$ cat src/rtl/rca_nibble_sequencer_pkg.sv
// Shared definitions for the nibble-serial wide adder: slice width, FSM states
// and the elaboration-time width legality check.
package rca_nibble_sequencer_pkg;

    localparam int NIBBLE_W = 4;

    typedef enum logic [1:0] {
        IDLE = 2'd0,
        BUSY = 2'd1,
        DONE = 2'd2
    } state_t;

    function automatic bit width_ok(input int w);
        return (w >= NIBBLE_W) && ((w % NIBBLE_W) == 0);
    endfunction

endpackage

$ cat src/rtl/rca_nibble_sequencer_if.sv
// Operand/result handshake bundle between a producer/consumer (master) and the
// nibble sequencer (slave).
interface rca_nibble_sequencer_if #(
    parameter int WIDTH = 16
);
    logic             in_valid;
    logic             in_ready;
    logic [WIDTH-1:0] a;
    logic [WIDTH-1:0] b;
    logic             cin;
    logic             out_valid;
    logic             out_ready;
    logic [WIDTH-1:0] sum;
    logic             cout;
    logic             ovf;

    modport master (
        output in_valid, a, b, cin, out_ready,
        input  in_ready, out_valid, sum, cout, ovf
    );

    modport slave (
        input  in_valid, a, b, cin, out_ready,
        output in_ready, out_valid, sum, cout, ovf
    );
endinterface

$ cat src/rtl/rca_nibble_sequencer_rca4_slice.sv
// Combinational 4-bit ripple-carry adder made of four full-adder cells; also
// exposes the carry into bit 3 so the caller can form signed overflow.
module rca4_slice (
    input  logic [3:0] x,
    input  logic [3:0] y,
    input  logic       ci,
    output logic [3:0] s,
    output logic       co,
    output logic       c3
);
    logic [4:0] c;

    assign c[0] = ci;

    for (genvar i = 0; i < 4; i++) begin : g_fa
        assign s[i]   = x[i] ^ y[i] ^ c[i];
        assign c[i+1] = (x[i] & y[i]) | (c[i] & (x[i] ^ y[i]));
    end

    assign co = c[4];
    assign c3 = c[3];
endmodule

$ cat src/rtl/rca_nibble_sequencer.sv
// Multi-cycle WIDTH-bit adder: accepts one operand pair, adds it one nibble per
// clock through a single 4-bit ripple slice, then holds the result until taken.
module rca_nibble_sequencer
    import rca_nibble_sequencer_pkg::*;
#(
    parameter int WIDTH = 16
) (
    input  logic                   clk,
    input  logic                   rst_n,
    rca_nibble_sequencer_if.slave  bus
);
    localparam int NIB   = WIDTH / NIBBLE_W;
    localparam int CNT_W = (NIB > 1) ? $clog2(NIB) : 1;

    if (!width_ok(WIDTH)) begin : g_bad_width
        $error("rca_nibble_sequencer: WIDTH must be a multiple of 4 and at least 4");
    end

    state_t           state_q, state_d;
    logic [WIDTH-1:0] a_q, a_d;
    logic [WIDTH-1:0] b_q, b_d;
    logic [WIDTH-1:0] sum_q, sum_d;
    logic             carry_q, carry_d;
    logic             cout_q, cout_d;
    logic             ovf_q, ovf_d;
    logic [CNT_W-1:0] cnt_q, cnt_d;

    logic [3:0]       x_nib, y_nib, s_nib;
    logic             slice_co, slice_c3;
    logic             last_nib;

    // Select the nibble pair addressed by the pass counter.
    always_comb begin
        x_nib = '0;
        y_nib = '0;
        for (int k = 0; k < NIB; k++) begin
            if (cnt_q == CNT_W'(k)) begin
                x_nib = a_q[k*NIBBLE_W +: NIBBLE_W];
                y_nib = b_q[k*NIBBLE_W +: NIBBLE_W];
            end
        end
    end

    rca4_slice u_slice (
        .x  (x_nib),
        .y  (y_nib),
        .ci (carry_q),
        .s  (s_nib),
        .co (slice_co),
        .c3 (slice_c3)
    );

    assign last_nib = (cnt_q == CNT_W'(NIB - 1));

    always_comb begin
        state_d = state_q;
        a_d     = a_q;
        b_d     = b_q;
        sum_d   = sum_q;
        carry_d = carry_q;
        cout_d  = cout_q;
        ovf_d   = ovf_q;
        cnt_d   = cnt_q;

        case (state_q)
            IDLE: begin
                if (bus.in_valid) begin
                    a_d     = bus.a;
                    b_d     = bus.b;
                    carry_d = bus.cin;
                    cnt_d   = '0;
                    state_d = BUSY;
                end
            end
            BUSY: begin
                for (int k = 0; k < NIB; k++) begin
                    if (cnt_q == CNT_W'(k)) begin
                        sum_d[k*NIBBLE_W +: NIBBLE_W] = s_nib;
                    end
                end
                carry_d = slice_co;
                if (last_nib) begin
                    // The slice's bit 3 is the operand MSB on the final pass.
                    cout_d  = slice_co;
                    ovf_d   = slice_c3 ^ slice_co;
                    state_d = DONE;
                end else begin
                    cnt_d = cnt_q + CNT_W'(1);
                end
            end
            DONE: begin
                if (bus.out_ready) begin
                    state_d = IDLE;
                end
            end
            default: state_d = IDLE;
        endcase
    end

    always_ff @(posedge clk or negedge rst_n) begin
        if (!rst_n) begin
            state_q <= IDLE;
            a_q     <= '0;
            b_q     <= '0;
            sum_q   <= '0;
            carry_q <= 1'b0;
            cout_q  <= 1'b0;
            ovf_q   <= 1'b0;
            cnt_q   <= '0;
        end else begin
            state_q <= state_d;
            a_q     <= a_d;
            b_q     <= b_d;
            sum_q   <= sum_d;
            carry_q <= carry_d;
            cout_q  <= cout_d;
            ovf_q   <= ovf_d;
            cnt_q   <= cnt_d;
        end
    end

    assign bus.in_ready  = (state_q == IDLE);
    assign bus.out_valid = (state_q == DONE);
    assign bus.sum       = sum_q;
    assign bus.cout      = cout_q;
    assign bus.ovf       = ovf_q;

endmodule

$ cat src/flat_wrapper.sv
// flat-port wrapper written by rule: the top's interface ports become plain ports
module rca_nibble_sequencer_flat import rca_nibble_sequencer_pkg::*;
#(
    parameter int WIDTH = 16
)
  (clk, rst_n, bus_in_valid, bus_a, bus_b, bus_cin, bus_out_ready, bus_in_ready, bus_out_valid, bus_sum, bus_cout, bus_ovf);
  rca_nibble_sequencer_if #(.WIDTH(WIDTH)) bus_i ();
  input  logic clk;
  input  logic rst_n;
  input wire logic [$bits(bus_i.in_valid)-1:0] bus_in_valid;
  input wire logic [$bits(bus_i.a)-1:0] bus_a;
  input wire logic [$bits(bus_i.b)-1:0] bus_b;
  input wire logic [$bits(bus_i.cin)-1:0] bus_cin;
  input wire logic [$bits(bus_i.out_ready)-1:0] bus_out_ready;
  output wire logic [$bits(bus_i.in_ready)-1:0] bus_in_ready;
  output wire logic [$bits(bus_i.out_valid)-1:0] bus_out_valid;
  output wire logic [$bits(bus_i.sum)-1:0] bus_sum;
  output wire logic [$bits(bus_i.cout)-1:0] bus_cout;
  output wire logic [$bits(bus_i.ovf)-1:0] bus_ovf;
  assign bus_i.in_valid = bus_in_valid;
  assign bus_i.a = bus_a;
  assign bus_i.b = bus_b;
  assign bus_i.cin = bus_cin;
  assign bus_i.out_ready = bus_out_ready;
  assign bus_in_ready = bus_i.in_ready;
  assign bus_out_valid = bus_i.out_valid;
  assign bus_sum = bus_i.sum;
  assign bus_cout = bus_i.cout;
  assign bus_ovf = bus_i.ovf;
  rca_nibble_sequencer #(.WIDTH(WIDTH)) u_core (.clk(clk), .rst_n(rst_n), .bus(bus_i));
endmodule
$ cat config.mk
export PLATFORM = sky130hd
export DESIGN_NAME = rca_nibble_sequencer_flat
export DESIGN_NICKNAME = d
export VERILOG_FILES = /design/src/rtl/rca_nibble_sequencer_pkg.sv /design/src/rtl/rca_nibble_sequencer_if.sv /design/src/rtl/rca_nibble_sequencer_rca4_slice.sv /design/src/rtl/rca_nibble_sequencer.sv /design/src/flat_wrapper.sv
export SDC_FILE = /design/constraint.sdc
export NUM_CORES = 1
export LEC_CHECK = 0
export BUFFER_PORTS_ARGS = -buffer_cell sky130_fd_sc_hd__buf_2
export CORE_MARGIN = 1.5
export CORE_UTILIZATION = 45
export DETAILED_ROUTE_END_ITERATION = 8
export MAX_ROUTING_LAYER = met4
export PLACE_DENSITY = 0.75
export REMOVE_ABC_BUFFERS = 1
export SLEW_MARGIN = 25
export SYNTH_ARGS = -nofsm -noshare
export SYNTH_HDL_FRONTEND = slang
export SYNTH_SLANG_ARGS = --single-unit
export TNS_END_PERCENT = 30
$ cat constraint.sdc
create_clock -name clk -period 8.08 [get_ports clk]
set_clock_uncertainty 0.15 [all_clocks]
set_input_delay 1.616 -clock clk [delete_from_list [all_inputs] [get_ports clk]]
set_output_delay 1.616 -clock clk [all_outputs]
set_load 0.005 [all_outputs]
== Yosys cells after proc, flatten, opt, wreduce, memory -nomap -nowiden ==
Index checks and enable logic that the tools add are counted.

* Reduce and logical (&&, ||, !) cells: 11
* Bitwise operators: 21
* Equality and inequality tests: 9
* Muxes and demuxes: 17
* Add/sub/neg operators: 1

{| class="wikitable"
|+ Operators with widths
! kind !! count
|-
| two-way mux 4 bit || 8
|-
| AND reduction 2 bit || 6
|-
| two-way mux 2 bit || 5
|-
| bitwise XOR 1 bit || 9
|-
| AND 1 bit || 8
|-
| == test 2 bit (second input constant) || 3
|-
| != test 2 bit (second input constant) || 3
|-
| case mux 2 bit (3 select lines) || 1
|-
| AND reduction 3 bit || 2
|-
| == test 2 x 1 -> 1 bit (second input constant) || 2
|-
| zero test 2 bit || 2
|-
| bitwise OR 1 bit || 4
|-
| case mux 2 bit (2 select lines) || 1
|-
| adder 2 x 1 -> 2 bit (second input constant) || 1
|-
| != test 2 x 1 -> 1 bit (second input constant) || 1
|-
| case mux 1 bit (2 select lines) || 1
|-
| nonzero test 2 bit || 1
|-
| two-way mux 1 bit || 1
|}

* Register bits: 55
* Output and inout bits: 20
* Word-level logic and storage cells: 70

== Depth between registers and ports, before layout ==
* Depth after elaboration: 15
* Gate-level depth with buffers: 16
* Gate-level depth less buffers: 15

== Cells and area by module ==
From an unflattened synthesis, not the netlist that was laid out.

* Cell total of the unflattened synthesis: 191
* Area, all modules: 2516.2 um^2

{| class="wikitable"
|+ Modules (own cells, without submodules)
! module !! instances !! sequential area each (um^2) !! area an instance (um^2) !! cells an instance
|-
| rca_nibble_sequencer || 1 || 1376.3 || 2406.1 || 179
|-
| rca4_slice || 1 || 0.0 || 110.1 || 12
|}

== Worst setup path before layout ==
Ideal clock, no wire load.

* Path kind: reg-to-reg
* From: reg u_core.cnt_q[1]
* To: reg u_core.sum_q[11], in the netlist u_core.bus.sum[11]
* Arrival time: 3.059 ns
* Path slack: 4.747 ns
* Setup time: 0.125 ns
* Path buffers: 1
* Stages on the path, launching flop included: 15
* Path through: dfrtp_1 > inv_1 > ha_1 > clkbuf_1 > nand2_1 > o211ai_1 > o221ai_1 > fa_1 > inv_1 > fa_1 > inv_1 > fa_1 > inv_1 > fa_1 > mux2_2

* Word-level cells in the longest chain between the ends: 13
* Elaborated cells on any way between the ends: 27
* Those cells by class: 3 x eq/ne; 8 x mux; 14 x bitwise; 2 x reduce/logical

{| class="wikitable"
|+ Ends and longest elaborated chain
! element !! line !! source
|-
| start, declared || rca_nibble_sequencer.sv:26 || <nowiki>logic [CNT_W-1:0] cnt_q, cnt_d;</nowiki>
|-
| start signal, assigned || rca_nibble_sequencer.sv:118 || <nowiki>cnt_q <= cnt_d;</nowiki>
|-
| zero test 2 bit || rca_nibble_sequencer.sv:37 || <nowiki>if (cnt_q == CNT_W'(k)) begin</nowiki>
|-
| two-way mux 4 bit (4 in series) || rca_nibble_sequencer.sv:37 ||
|-
| bitwise XOR 1 bit || rca_nibble_sequencer_rca4_slice.sv:17 || <nowiki>assign c[i+1] = (x[i] & y[i]) | (c[i] & (x[i] ^ y[i]));</nowiki>
|-
| AND 1 bit || rca_nibble_sequencer_rca4_slice.sv:17 ||
|-
| bitwise OR 1 bit || rca_nibble_sequencer_rca4_slice.sv:17 ||
|-
| AND 1 bit || rca_nibble_sequencer_rca4_slice.sv:17 ||
|-
| bitwise OR 1 bit || rca_nibble_sequencer_rca4_slice.sv:17 ||
|-
| AND 1 bit || rca_nibble_sequencer_rca4_slice.sv:17 ||
|-
| bitwise OR 1 bit || rca_nibble_sequencer_rca4_slice.sv:17 ||
|-
| bitwise XOR 1 bit * || rca_nibble_sequencer_rca4_slice.sv:16 || <nowiki>assign s[i] = x[i] ^ y[i] ^ c[i];</nowiki>
|-
| via u_core.s_nib[3] || rca_nibble_sequencer.sv:28 || <nowiki>logic [3:0] x_nib, y_nib, s_nib;</nowiki>
|-
| end signal, assigned || rca_nibble_sequencer.sv:114 || <nowiki>sum_q <= sum_d;</nowiki>
|-
| end, declared || rca_nibble_sequencer.sv:22 || <nowiki>logic [WIDTH-1:0] sum_q, sum_d;</nowiki>
|}

Mark *: on every way through the listed nets, which the timed path passes. The rest lies on a longest branch.
A chain may end at the register's enable or synchronous reset.

== Worst setup path after layout ==
Ends and elaborated chain as after synthesis.

==> run_results.csv <==
group,metric,value,unit
worst_setup_path,critPathMaxStageDelay,0.46,ns
worst_setup_path,worstReg2RegEnd,"u_core.bus.sum[11]",
run_status,status,"finished, final reports clean",
worst_setup_path,cp-end-kind,"register",
global_routing,use_met1,0.238,
power_and_ir_drop,ir_worst_vdd,0.211,mV
synthesis,syn_area,0.00264,sq mm
power_and_ir_drop,p_clk_frac,0.116,
worst_setup_path,worst-r2r-setup-slack,4.56,ns
place,placed_cells,316,
worst_setup_path,crit_start,"u_core.cnt_q[1]",
synthesis,synth_compound_area_frac,0.0776,
sta,worst_hold_slack,0.332,ns
clocking,cts-buffers-inserted,5,
detailed_routing,drtIter0Drc,72,
synthesis,synth_ff_type,"dfrtp_1",
worst_setup_path,crit_path_end,"u_core.bus.sum[11]",
clocking,cts_tree,"done",
sta,max_slew_margin,0.554,
global_routing,antenna_found_initial,0,
place,dpl.hpwl,3.71,mm
global_routing,grt.met3_usage,0.0537,
global_routing,first_global_vias,1684,
power_and_ir_drop,comb_power_share,0.518,
floorplanning,num_io_pins,57,
floorplanning,start_util,0.474,
synthesis,synth_fa_ha_area_frac,0.0492,
sta,hold_violations,0,
sta,min_period_over_period,0.435,
detailed_routing,ant_nets,0,
floorplanning,die-area,0.00634,sq mm
clocking,cts.sinks,55,
power_and_ir_drop,p_sw,0.532,mW
global_routing,grt.busiest_layer,"met2",
worst_setup_path,critPathKind,"register to register",
clocking,clk_pin_slew,0.09,ns
synthesis,syn_inst,197,
clocking,h-tree-depth,2,
worst_setup_path,r2r_cells,13,
flow_run,maxCapViolations,0,
synthesis,async_flop_share,1.00,
final_layout,nNetsFinal,296,
place,io_buffers,56,
synthesis,yosys.area_share.simple,0.0809,
floorplanning,die_h,79.7,um
clocking,ctsHoldBuffers,0,
global_routing,grt_pass1_wl,8.42,mm
final_layout,final_cell_count_no_fill,324,
worst_setup_path,worst_ep_required_time,8.13,ns
synthesis,synth_cell_type_count,33,
detailed_routing,drtPass1Iterations,4,
sta,tightest_slew,0.669,ns
clocking,cts-root-buf,"clkbuf_8",
floorplanning,coreArea,0.00557,sq mm
final_layout,final_area,0.00302,sq mm
final_layout,diodes,0,
synthesis,synth_top_area_frac,0.521,
detailed_routing,vias,1631,
synthesis,avgSynthCellArea,13.4,sq um
synthesis,synthXorXnorAreaFrac,0.00331,
sta,fmax,284,MHz
synthesis,yosys_register_bits,55,
sta,setup-tns-final,0,ns
global_routing,overflow,0,
global_routing,grt_usage,0.184,
global_routing,use_met2,0.280,
detailed_routing,drt_wl_total,5.10,mm
worst_setup_path,critPathSlowestCell,"ha_1",
worst_setup_path,path_cells,"inv_1 -> ha_1 -> nand2_1 -> o211ai_1 -> o221ai_1 -> fa_1 -> inv_1 -> fa_1 -> inv_1 -> fa_1 -> inv_1 -> fa_1 -> mux2_2",
worst_setup_path,r2r_start,"u_core.cnt_q[1]",
power_and_ir_drop,p_leak,1.45,nW
synthesis,yosys_warnings,0,
clocking,clockBufferDepth,2,
place,placed_area,0.00292,sq mm
power_and_ir_drop,power_density,468,mW/mm^2
final_layout,drive_gt1_frac,0.429,
power_and_ir_drop,seq_power_share,0.366,
floorplanning,std_cell_rows,27,
synthesis,synth_edf_count,0,
detailed_routing,vias_per_cell,5.03,
final_layout,syn_to_final_growth,14.1,%
sta,setup_violations,0,
worst_setup_path,cp.arrival,3.56,ns
clocking,cts.repair.resized,0,
detailed_routing,post_drt_wl_per_cell,15.7,um
synthesis,muxShareOfSynthArea,0.217,
sta,rsz0062_at_grt,"false",
clocking,clk_latency,0.31,ns
sta,min_period,3.52,ns
synthesis,synth_top_family_by_area,"multiplexers",
clocking,postCtsSetupBuffers,0,
floorplanning,die_w,79.7,um
power_and_ir_drop,internal_power,0.880,mW
worst_setup_path,critPathMaxFanout,17,
synthesis,yosys-top-cells-area,"dfrtp_1 52%, mux2_4 17%, mux2_2 4.7%",
place,place.gp.congestion,0.786,
synthesis,yosys.area.top_type,"dfrtp_1",
global_routing,grt_max_degree,56,
power_and_ir_drop,power.total,1.41,mW
detailed_routing,drc,0,
power_and_ir_drop,switching_share,0.377,
worst_setup_path,cp-start-kind,"register",
sta,slew_viol_final,0,
synthesis,seq_area_frac_synth,0.521,
hold_path,hp-class,"register to register",
==> per-layer routing <==
metal	share of wire	up-vias
li1	-	799
met1	0.46	781
met2	0.47	47
met3	0.057	4
met4	0.0047	0
met5	0	-
==> final cells by class <==
type                            count  area, sq um
Timing Repair Buffer               57          288
Clock buffer                        8          100
Fill cell                         481         2560
Inverter                            8         30.0
Sequential cell                    55         1380
Multi-Input combinational cell    124         1130
Tap cell                           72         90.1
==> synth_stat cells (4+ instances only) <==
| cell | count |
|---|---|
| ha_1 | 4 |
| inv_1 | 7 |
| nand2_1 | 22 |
| o211ai_1 | 4 |
| mux2_2 | 11 |
| fa_1 | 4 |
| dfrtp_1 | 55 |
| mux2_4 | 30 |
| a31oi_1 | 4 |
| nand3b_1 | 7 |
| o22ai_1 | 4 |
| o221ai_1 | 4 |
| o21ai_0 | 11 |
==> state kept, by name, summed over array words and instances, names as in the netlist <==
name and flops:
u_core.cnt_q 2, u_core.bus.sum 16, u_core.bus.ovf 1, u_core.state_q 2, u_core.bus.cout 1, u_core.carry_q 1
u_core.a_q 16, u_core.b_q 16
==> power groups by stage <==
stage | registers, mW | clock network [mW] | logic [mW]
5_1_grt | 0.535 | 0.183 | 0.816
6_report | 0.517 | 0.164 | 0.732
4_1_cts | 0.517 | 0.168 | 0.744
3_5_place_dp | 0.522 | 0 | 0.737
3_3_place_gp | 0.517 | 0 | 0.705
2_1_floorplan | 0.494 | 0 | 0.540
==> worst min-delay path by stage <==
| stage | start | slack [ns] | to | cells past startpoint |
|---|---|---|---|---|
| after CTS | u_core.bus.sum[10] | 0.34 | u_core.bus.sum[10] | 2 |
| after global routing | u_core.bus.sum[8] | 0.36 | u_core.bus.sum[8] | 2 |
| after floorplan | u_core.bus.ovf | 0.32 | u_core.bus.ovf | 2 |
| final | u_core.bus.sum[4] | 0.33 | u_core.bus.sum[4] | 2 |
| after global placement | u_core.bus.sum[0] | 0.31 | u_core.bus.sum[0] | 2 |
| after detailed placement | u_core.bus.sum[10] | 0.32 | u_core.bus.sum[10] | 2 |
==> critical path, delay by kind of cell, from the launching register on <==
family          cells  cell delay (ns)
compound gates      2             0.26
simple gates        1             0.09
fa+ha+maj           5             1.86
mux                 1             0.29
flops               1             0.44
buf+inv             4             0.31
==> cell usage in the layout, fill, tap and decap left out, drive strengths merged <==
| master | netlist | final |
|---|---|---|
| clkinv | 1 | 1 |
| o21ai | 11 | 11 |
| a21oi | 2 | 2 |
| mux2 | 41 | 41 |
| nor2b | 1 | 1 |
| or2b | 1 | 1 |
| nand2 | 22 | 22 |
| dfrtp | 55 | 55 |
| o211ai | 4 | 4 |
| o22ai | 4 | 4 |
| nand2b | 1 | 1 |
| xor2 | 1 | 1 |
| fa | 4 | 4 |
| o221ai | 4 | 4 |
| ha | 4 | 4 |
| or3 | 1 | 1 |
| nand3b | 8 | 8 |
| a2bb2oi | 1 | 1 |
| and2 | 1 | 1 |
| a22o | 1 | 1 |
| buf | 7 | 57 |
| inv | 7 | 7 |
| nand3 | 3 | 3 |
| nor2 | 4 | 4 |
| a31oi | 4 | 4 |
| o21bai | 1 | 1 |
| clkbuf | 3 | 8 |
==> per-stage QoR <==
stage	setup WS [ns]	utilization
after floorplan	4.82	-
after global placement	4.64	0.523
after detailed placement	4.56	0.523
after CTS	4.55	0.541
after global routing	4.26	0.541
final	4.56	0.541
==> cells by family (layout without fill, tap and decap cells) <==
kind of cell	Yosys count	count (layout)
compound gates	32	32
mux	41	41
flops	55	55
simple gates	42	42
fa+ha+maj	8	8
xor+xnor	1	1
buf+inv	18	73
Power figures use the tool's default switching activity.
